===== src/rtl/decode.sv =====
// RV32I decode stage: splits fetch beats into register fields, format and immediate,
// registered once (1-cycle latency); holds outputs while execute stalls, flush drops all work.
module decode (
    input  logic        clk,
    input  logic        reset,
    input  logic        in_valid,
    output logic        in_ready,
    input  logic [31:0] in_pc,
    input  logic [31:0] in_ir,
    input  logic        flush,
    output logic        out_valid,
    input  logic        out_ready,
    output logic [31:0] out_pc,
    output logic [31:0] out_ir,
    output logic [4:0]  rs1,
    output logic [4:0]  rs2,
    output logic [4:0]  rd,
    output logic        use_rs1,
    output logic        use_rs2,
    output logic [2:0]  fmt,
    output logic [31:0] imm,
    output logic        illegal
);

    typedef enum logic [2:0] {
        FMT_R    = 3'd0,
        FMT_I    = 3'd1,
        FMT_S    = 3'd2,
        FMT_B    = 3'd3,
        FMT_U    = 3'd4,
        FMT_J    = 3'd5,
        FMT_NONE = 3'd7
    } fmt_e;

    localparam logic [6:0] OP_LUI    = 7'b0110111;
    localparam logic [6:0] OP_AUIPC  = 7'b0010111;
    localparam logic [6:0] OP_JAL    = 7'b1101111;
    localparam logic [6:0] OP_JALR   = 7'b1100111;
    localparam logic [6:0] OP_BRANCH = 7'b1100011;
    localparam logic [6:0] OP_LOAD   = 7'b0000011;
    localparam logic [6:0] OP_STORE  = 7'b0100011;
    localparam logic [6:0] OP_OPIMM  = 7'b0010011;
    localparam logic [6:0] OP_OP     = 7'b0110011;
    localparam logic [6:0] OP_MISC   = 7'b0001111;
    localparam logic [6:0] OP_SYSTEM = 7'b1110011;

    localparam logic [6:0] F7_ZERO = 7'b0000000;
    localparam logic [6:0] F7_ALT  = 7'b0100000;

    // Combinational decode of the incoming word
    logic [6:0]  opcode;
    logic [2:0]  funct3;
    logic [6:0]  funct7;
    logic        dec_legal;
    fmt_e        dec_fmt;
    logic [31:0] dec_imm;
    logic [4:0]  dec_rs1;
    logic [4:0]  dec_rs2;
    logic [4:0]  dec_rd;
    logic        dec_use_rs1;
    logic        dec_use_rs2;

    assign opcode = in_ir[6:0];
    assign funct3 = in_ir[14:12];
    assign funct7 = in_ir[31:25];

    always_comb begin
        dec_fmt   = FMT_NONE;
        dec_legal = 1'b0;
        case (opcode)
            OP_LUI, OP_AUIPC: begin
                dec_fmt   = FMT_U;
                dec_legal = 1'b1;
            end
            OP_JAL: begin
                dec_fmt   = FMT_J;
                dec_legal = 1'b1;
            end
            OP_JALR: begin
                dec_fmt   = FMT_I;
                dec_legal = (funct3 == 3'b000);
            end
            OP_LOAD: begin
                dec_fmt   = FMT_I;
                dec_legal = funct3 inside {3'b000, 3'b001, 3'b010, 3'b100, 3'b101};
            end
            OP_OPIMM: begin
                dec_fmt = FMT_I;
                if (funct3 == 3'b001)
                    dec_legal = (funct7 == F7_ZERO);
                else if (funct3 == 3'b101)
                    dec_legal = (funct7 == F7_ZERO) || (funct7 == F7_ALT);
                else
                    dec_legal = 1'b1;
            end
            OP_MISC: begin
                dec_fmt   = FMT_I;
                dec_legal = funct3 inside {3'b000, 3'b001};
            end
            OP_SYSTEM: begin
                dec_fmt   = FMT_I;
                dec_legal = (funct3 != 3'b100);
            end
            OP_STORE: begin
                dec_fmt   = FMT_S;
                dec_legal = funct3 inside {3'b000, 3'b001, 3'b010};
            end
            OP_BRANCH: begin
                dec_fmt   = FMT_B;
                dec_legal = (funct3 != 3'b010) && (funct3 != 3'b011);
            end
            OP_OP: begin
                dec_fmt   = FMT_R;
                dec_legal = (funct7 == F7_ZERO) ||
                            ((funct7 == F7_ALT) && ((funct3 == 3'b000) || (funct3 == 3'b101)));
            end
            default: begin
                dec_fmt   = FMT_NONE;
                dec_legal = 1'b0;
            end
        endcase
        // Compressed-space words never reach a valid opcode match, but keep the rule explicit
        if (in_ir[1:0] != 2'b11)
            dec_legal = 1'b0;
        if (!dec_legal)
            dec_fmt = FMT_NONE;
    end

    always_comb begin
        dec_imm     = '0;
        dec_rs1     = '0;
        dec_rs2     = '0;
        dec_rd      = '0;
        dec_use_rs1 = 1'b0;
        dec_use_rs2 = 1'b0;
        case (dec_fmt)
            FMT_R: begin
                dec_rs1     = in_ir[19:15];
                dec_rs2     = in_ir[24:20];
                dec_rd      = in_ir[11:7];
                dec_use_rs1 = 1'b1;
                dec_use_rs2 = 1'b1;
            end
            FMT_I: begin
                dec_imm     = {{20{in_ir[31]}}, in_ir[31:20]};
                dec_rs1     = in_ir[19:15];
                dec_rd      = in_ir[11:7];
                dec_use_rs1 = 1'b1;
            end
            FMT_S: begin
                dec_imm     = {{20{in_ir[31]}}, in_ir[31:25], in_ir[11:7]};
                dec_rs1     = in_ir[19:15];
                dec_rs2     = in_ir[24:20];
                dec_use_rs1 = 1'b1;
                dec_use_rs2 = 1'b1;
            end
            FMT_B: begin
                dec_imm     = {{19{in_ir[31]}}, in_ir[31], in_ir[7], in_ir[30:25], in_ir[11:8], 1'b0};
                dec_rs1     = in_ir[19:15];
                dec_rs2     = in_ir[24:20];
                dec_use_rs1 = 1'b1;
                dec_use_rs2 = 1'b1;
            end
            FMT_U: begin
                dec_imm = {in_ir[31:12], 12'b0};
                dec_rd  = in_ir[11:7];
            end
            FMT_J: begin
                dec_imm = {{11{in_ir[31]}}, in_ir[31], in_ir[19:12], in_ir[20], in_ir[30:21], 1'b0};
                dec_rd  = in_ir[11:7];
            end
            default: ;
        endcase
    end

    // Output pipeline register
    logic        out_valid_q, out_valid_d;
    logic [31:0] pc_q, pc_d;
    logic [31:0] ir_q, ir_d;
    logic [4:0]  rs1_q, rs1_d;
    logic [4:0]  rs2_q, rs2_d;
    logic [4:0]  rd_q, rd_d;
    logic        use_rs1_q, use_rs1_d;
    logic        use_rs2_q, use_rs2_d;
    logic [2:0]  fmt_q, fmt_d;
    logic [31:0] imm_q, imm_d;
    logic        illegal_q, illegal_d;
    logic        load;

    assign in_ready = ~out_valid_q | out_ready;
    assign load     = in_valid & in_ready & ~flush;

    always_comb begin
        pc_d      = pc_q;
        ir_d      = ir_q;
        rs1_d     = rs1_q;
        rs2_d     = rs2_q;
        rd_d      = rd_q;
        use_rs1_d = use_rs1_q;
        use_rs2_d = use_rs2_q;
        fmt_d     = fmt_q;
        imm_d     = imm_q;
        illegal_d = illegal_q;
        if (load) begin
            pc_d      = in_pc;
            ir_d      = in_ir;
            rs1_d     = dec_rs1;
            rs2_d     = dec_rs2;
            rd_d      = dec_rd;
            use_rs1_d = dec_use_rs1;
            use_rs2_d = dec_use_rs2;
            fmt_d     = dec_fmt;
            imm_d     = dec_imm;
            illegal_d = ~dec_legal;
        end

        if (flush)
            out_valid_d = 1'b0;
        else if (load)
            out_valid_d = 1'b1;
        else if (out_ready)
            out_valid_d = 1'b0;
        else
            out_valid_d = out_valid_q;
    end

    always_ff @(posedge clk or posedge reset) begin
        if (reset) begin
            out_valid_q <= 1'b0;
            pc_q        <= '0;
            ir_q        <= '0;
            rs1_q       <= '0;
            rs2_q       <= '0;
            rd_q        <= '0;
            use_rs1_q   <= 1'b0;
            use_rs2_q   <= 1'b0;
            fmt_q       <= FMT_NONE;
            imm_q       <= '0;
            illegal_q   <= 1'b0;
        end else begin
            out_valid_q <= out_valid_d;
            pc_q        <= pc_d;
            ir_q        <= ir_d;
            rs1_q       <= rs1_d;
            rs2_q       <= rs2_d;
            rd_q        <= rd_d;
            use_rs1_q   <= use_rs1_d;
            use_rs2_q   <= use_rs2_d;
            fmt_q       <= fmt_d;
            imm_q       <= imm_d;
            illegal_q   <= illegal_d;
        end
    end

    assign out_valid = out_valid_q;
    assign out_pc    = pc_q;
    assign out_ir    = ir_q;
    assign rs1       = rs1_q;
    assign rs2       = rs2_q;
    assign rd        = rd_q;
    assign use_rs1   = use_rs1_q;
    assign use_rs2   = use_rs2_q;
    assign fmt       = fmt_q;
    assign imm       = imm_q;
    assign illegal   = illegal_q;

endmodule

===== config.mk =====
export PLATFORM = sky130hd
export DESIGN_NAME = decode
export DESIGN_NICKNAME = d
export VERILOG_FILES = /design/src/rtl/decode.sv
export SDC_FILE = /design/constraint.sdc
export NUM_CORES = 1
export LEC_CHECK = 0
export CELL_PAD_IN_SITES_DETAIL_PLACEMENT = 1
export CELL_PAD_IN_SITES_GLOBAL_PLACEMENT = 1
export CORE_MARGIN = 2
export CORE_UTILIZATION = 29
export CTS_BUF_LIST = sky130_fd_sc_hd__clkbuf_16
export CTS_CLUSTER_DIAMETER = 30
export DETAILED_ROUTE_END_ITERATION = 6
export PLACE_DENSITY_LB_ADDON = 0.1
export SLEW_MARGIN = 40
export SYNTH_ARGS = -nofsm -noshare
export SYNTH_HDL_FRONTEND = slang
export SYNTH_SLANG_ARGS = --single-unit

===== constraint.sdc =====
create_clock -name clk -period 3.6 [get_ports clk]
set_clock_uncertainty 0.15 [all_clocks]
set_input_delay 0.36 -clock clk [delete_from_list [all_inputs] [get_ports clk]]
set_output_delay 0.36 -clock clk [all_outputs]
set_load 0.005 [all_outputs]

==> results.md <==
* Status: complete, no violations
* Max Root-Sink Buffers at 2
* # hold bufs at CTS at 0
* Final period util at 76.4%
* Async set-reset flop share out of synthesis at 100%
* Initial core utilization at between 20% and 30%
* Hold crit path type: reg -> reg
* Number of DRC markers in iteration 0 at about 210
* Setup TNS at 0 ps
* Via density per instance at 4.77
* Most frequent cells in the layout: nand2_1 (256), clkdlybuf4s50_1 (187), dfrtp_1 (115)
* Sw power at just over 900 uW
* Final WL at 16.7 mm
* Met2 global-route usage at around 29%
* Area of the core at around 0.017 sq mm
* Cells after Synth at 558
* IO Pins at around 190
* CTS tree: yes
* EDFF count, synth at 0
* Post-layout min period at about 2800 ps
* Full die area at ~0.019 sq mm
* Syn nets at between 600 and 700
* Antenna cells at 0
* Antenna viol nets, final at 0
* Site Rows at 48
* Clock Power Share at between 40% and 50%
* Largest net degree at the start of global routing at 84
* Number of fill cells in the layout at 1,992
* Area Growth Syn to Fin at 53.7%
* Dpl ws at around 410 ps
* Gr ovfl total at 0
* Max cap viols at 0
* Max-slew violations at 0
* Post-CTS setup buffer count at 0
* Global-route wire length before repair at 26.1 mm
* Sequential power share at roughly 38%
* Post-DP HPWL at between 10 and 15 mm
* Critical Path Source Type: input port
* Routed via count at ~4,700
* Root buffer cell: clkbuf_16
* Gr busiest metal: met2
* DIE WIDTH at between 100 and 150 um
* Final Hold Vio Count at 0
* Final setup vio count at 0
* Share of layout cells above drive strength 1 at roughly 7.3%
* CP Max Fanout at 19
* Peak VDD IR at about 280 uV
* Synth Area per Inst at just over 9 sq um
* Gate power share at around 15%
* Syn. warnings at 0
* Critical path required time at about 3700 ps
* Synth Register Bits at 118
* Resize count post-CTS at 0
* Initial antenna violation count at 0
* Final WS setup at 848 ps
* Vias in the first global route at 4,827
* Skew-Pair Late Insertion Delay at 410 ps
* Register clock-pin slew on the reported worst setup and hold paths at approximately 60 ps
* Worst path cell trace: clkdlybuf4s50_1 > o21ai_0 > a21boi_0 > o211ai_1 > buf_4 > a21oi_1 > o21ai_0
* Port Buffer Count at 187
* Wire per inst at 17.0 um
* Fmax at around 360 MHz
* Met1 usage at about 24%
* Kind of critical path: in -> reg
* Worst-margin pin slew at approximately 680 ps
* Die H at around 140 um
* CP Capture Type: flip-flop
* Most frequent CP cell: o21ai_0
* Critical path's largest stage delay at between 800 and 900 ps
* Unrepaired setup endpoints after global routing: false
* Lkg Pwr at 3.48 nW
* GP Congestion at between 0.7 and 0.8
* 1st-pass router iterations at 4
* Nets@finish at roughly 800
* Reg area at around 0.0030 sq mm
* Area of the multi-input gates at about 0.0019 sq mm
* M3 GR Usage at around 4.4%
* Pwr dens at between 500 and 600 mW/mm^2
* Switch share at between 20% and 30%
* Headroom to the max-slew limit at between 50% and 60%
* Residual DRC count at 0
* CTS Buf Count at 17
* Clock sink count at 118
* Post-synthesis sequential area ratio at between 50 and 60%
* H-tree depth at 4
* Synth cell types at 47
* Synthesized area at 0.00507 sq mm
* Internal power at 3.06 mW
* Power consumption at around 4.0 mW
* WP data arrival at around 2900 ps
* Tot GR Track Use at a little under a fifth
* Commonest non-fill, non-tap cell in the layout: nand2_1
* Slowest cell on the critical path: clkdlybuf4s50_1
* Post-synth top flop: dfrtp_1
==> power groups by stage <==
stage | sequential (mW) | clock, mW | combinational [mW]
global route | 1.52 | 2.00 | 0.644
detailed placement | 1.53 | 0 | 0.594
global placement | 1.53 | 0 | 0.580
CTS | 1.51 | 1.95 | 0.597
finish | 1.51 | 1.91 | 0.583
floorplan | 1.54 | 0 | 0.188
==> logic make-up (layout without fill, tap and decap cells) <==
family                 count (synthesis)  count (layout)  share of synthesized area (%)
AO/OA/AOI/OAI                         89              89                           11.7
buffers and inverters                 42             237                           4.44
flip-flops                           118             118                           58.3
multiplexers                           1               1                          0.222
AND/OR/NAND/NOR                      308             308                           25.3
==> final timing paths <==
check / from / to / slack, ps / depth (start not counted)
setup / recovery: in_ir[5] / imm[8] / 850 / 7
hold / removal: rs1[1] / rs1[1] / 310 / 2
setup reg to reg: out_valid / imm[30] / 1700 / 6
hold reg to reg: rs1[1] / rs1[1] / 310 / 2
max in group asynchronous: reset / out_ir[4] / 2450 / 3
min in group asynchronous: reset / out_pc[13] / 330 / 3
==> registers in the layout, indices dropped and copies added (netlist names) <==
name / cells
illegal: 1
rs1: 5
use_rs1: 1
imm: 32
use_rs2: 1
rd: 5
fmt: 3
out_ir: 32
out_pc: 32
out_valid: 1
rs2: 5
==> per-stage QoR <==
| step | cell area, sq um | hold slack [ps] | std cells | utilization (%) |
|---|---|---|---|---|
| floorplan | 5080 | 276 | 558 | - |
| global placement | 7130 | 303 | 945 | 41.5 |
| detailed placement | 7140 | 306 | 946 | 41.6 |
| CTS | 7800 | 318 | 978 | 45.4 |
| global route | 7800 | 331 | 978 | 45.4 |
| finish | 7800 | 311 | 978 | 45.4 |
==> synth_stat cells (2+ instances only) <==
cell	number	area [sq um]
o221ai_1	5	43.8
a21oi_1	4	20.0
nand4b_1	2	17.5
clkbuf_1	25	93.8
and2_1	2	12.5
dfstp_2	3	78.8
a31oi_1	2	12.5
nor4_1	2	12.5
nand3b_1	2	15.0
nand2_1	256	961
a22oi_1	31	233
nand2b_1	3	18.8
nand3_1	7	35.0
o211ai_1	3	22.5
buf_6	3	33.8
nor3b_1	2	15.0
inv_1	7	26.3
nor2b_1	5	31.3
nor3_1	3	15.0
o21ai_0	35	175
nor2_1	13	48.8
dfrtp_1	115	2880
clkbuf_8	4	55.1
==> critical path: cells and delay by family <==
kind	cells	cell delay (ps)
compound gates	5	1420
buf+inv	2	1060
==> final cells by class <==
class                   count  share of cell area [%]
flip-flops and latches    118                    37.9
clock inverters            15                    2.97
repair buffers            198                    25.2
well taps                 225                    3.61
multi-input cells         398                    24.4
inverters                   7                   0.385
clock buffers              17                    5.45
==> layer usage <==
metal  routed length, um  vias to the layer above
met1                7540                     2331
met2                8070                      115
met4                 238                        0
li1                    -                     2201
met3                 821                       16
met5                   0                        -
Note: power is estimated with default switching activity, not from simulation.
==> edit, RTL diff (same flow settings) <==
Reset style: synchronous (`reset`), changed in one clocked block.
--- a/src/rtl/decode.sv
+++ b/src/rtl/decode.sv
@@ -224,7 +224,7 @@
             out_valid_d = out_valid_q;
     end
 
-    always_ff @(posedge clk or posedge reset) begin
+    always_ff @(posedge clk) begin
         if (reset) begin
             out_valid_q <= 1'b0;
             pc_q        <= '0;
Behaviour: differs if reset is asserted again (counterexample within 4 cycles, from zero or initial values and one cycle with reset high); with reset held inactive, the same outputs for 4 cycles.
==> edit against the original RTL <==
  * Non-clock buffer count rose by 2
  * Worst hold slack got worse by 0.049 ns
  * Critical path depth did not move
  * Count of clock-buffer cells in the layout did not move
  * Sequential cell count did not move
  * Wire length rose by 1.9%
  * Final area fell by 6.7%
  * First-iteration DRC count fell by 0.48%
  * Combinational power fell by 36%
  * Worst setup slack improved by 0.0069 ns
  * Area after synthesis fell by 8.5%
  * Maximum frequency rose by 0.25%
  * Power fell by 15%
  * Critical path type unchanged
==> edit: results (changes against the original RTL) <==
| Metric | Value |
|---|---|
| Status | complete, no violations (unchanged) |
| FF-to-FF setup slack | 1.41 ns (was 1.70 ns) |
| Non-clock buffer share of cell area | 27.4% (was 25.2%) |
| DRT iter0 DRCs | 208 (was 209) |
| Yosys cell types | 43 (was 47) |
| Signal buffers | 200 (was 198) |
| Synth area leaders | dfxtp_1, nand2_1, a21oi_1 (was dfrtp_1, nand2_1, a22oi_1) |
| Final nets | 824 (was 809) |
| Multi-input gate area | 0.00207 sq mm (was 0.00191 sq mm) |
| Worst VDD drop | 0.000290 V (was 0.000279 V) |
| Layout cells sized above 1 | 6.26% (was 7.30%) |
| Mux contribution to synthesized area | 0.242% (was 0.222%) |
| Sequential cell area fraction in the yosys report | 50.9% (was 58.3%) |
| First-pass GRT wire length | 26000 um (was 26100 um) |
| Die Span X | 131 um (was 136 um) |
| Final Wtd Congestion | 0.785 (was 0.776) |
| RR Endpoint | imm[27]$_SDFFE_PP0P_ (was imm[30]$_DFFE_PP0P_) |
| Pint | 2.60 mW (was 3.06 mW) |
| Dpl hpwl | 12000 um (was 11900 um) |
| Max incr delay on CP | 0.59 ns (was 0.81 ns) |
| Placed cells | 952 (was 946) |
| WP data arrival | 2.91 ns (was 2.86 ns) |
| Vias/cell | 4.88 (was 4.77) |
| Number of global-route vias before repair | 4854 (was 4827) |
| Most used flip-flop cell after synthesis | dfxtp_1 (was dfrtp_1) |
| Net Count, Synth | 653 (was 627) |
| Cells after synthesis | 584 (was 558) |
| Cell area after layout | 0.00728 sq mm (was 0.00780 sq mm) |
| Final-layout fill cell count | 1861 (was 1992) |
| Clk tree area frac | 7.79% (was 8.42%) |
| Compound-Gate Fraction of Synth Area | 21.2% (was 11.7%) |
| Commonest cells post-synth | nand2_1, dfxtp_1, a21oi_1 (was nand2_1, dfrtp_1, o21ai_0) |
| Leakage | 2.53 nW (was 3.48 nW) |
| WHS | 0.262 ns (was 0.311 ns) |
| Largest net degree at the start of global routing | 66 (was 84) |
| Clk pwr | 1.64 mW (was 1.91 mW) |
| Crit-path max FO | 17 (was 19) |
| WL/cell | 17.3 um (was 17.0 um) |
| Min-delay worst type | input port to register (was register to register) |
| Critical Path Source | in_ir[6] (was in_ir[5]) |
| Multi-input comb cells | 413 (was 398) |
| Worst path slowest cell | a211o_1 (was clkdlybuf4s50_1) |
| Seq/total area | 32.5% (was 37.9%) |
-- edit: cell count changes after synthesis, moves of 13 or more --
cell / delta
a22oi_1: -18
a21oi_1: +79
nor2_1: +13
nand2_1: -83
dfxtp_1: +118
o21ai_0: -14
dfrtp_1: -115
clkbuf_1: +15
-- edit: how the worst min path moves through the flow --
stage                         start                     end  cells past startpoint
6_report                      reset  out_ir[8]$_SDFFE_PP0P_                      2
5_1_grt                       reset  out_ir[8]$_SDFFE_PP0P_                      2
4_1_cts                       reset  out_ir[8]$_SDFFE_PP0P_                      2
3_5_place_dp    imm[9]$_SDFFE_PP0P_     imm[9]$_SDFFE_PP0P_                      2
3_3_place_gp   imm[18]$_SDFFE_PP0P_    imm[18]$_SDFFE_PP0P_                      2
2_1_floorplan                 flush  out_valid$_SDFFE_PP0P_                      1
-- edit: per-layer routing --
layer	vias to the layer above	track usage (%)	wire, um
met5	-	0	0
met4	0	6.45	201
met3	13	6.43	1030
met2	113	33.4	8250
met1	2329	24.1	7500
li1	2345	-	-
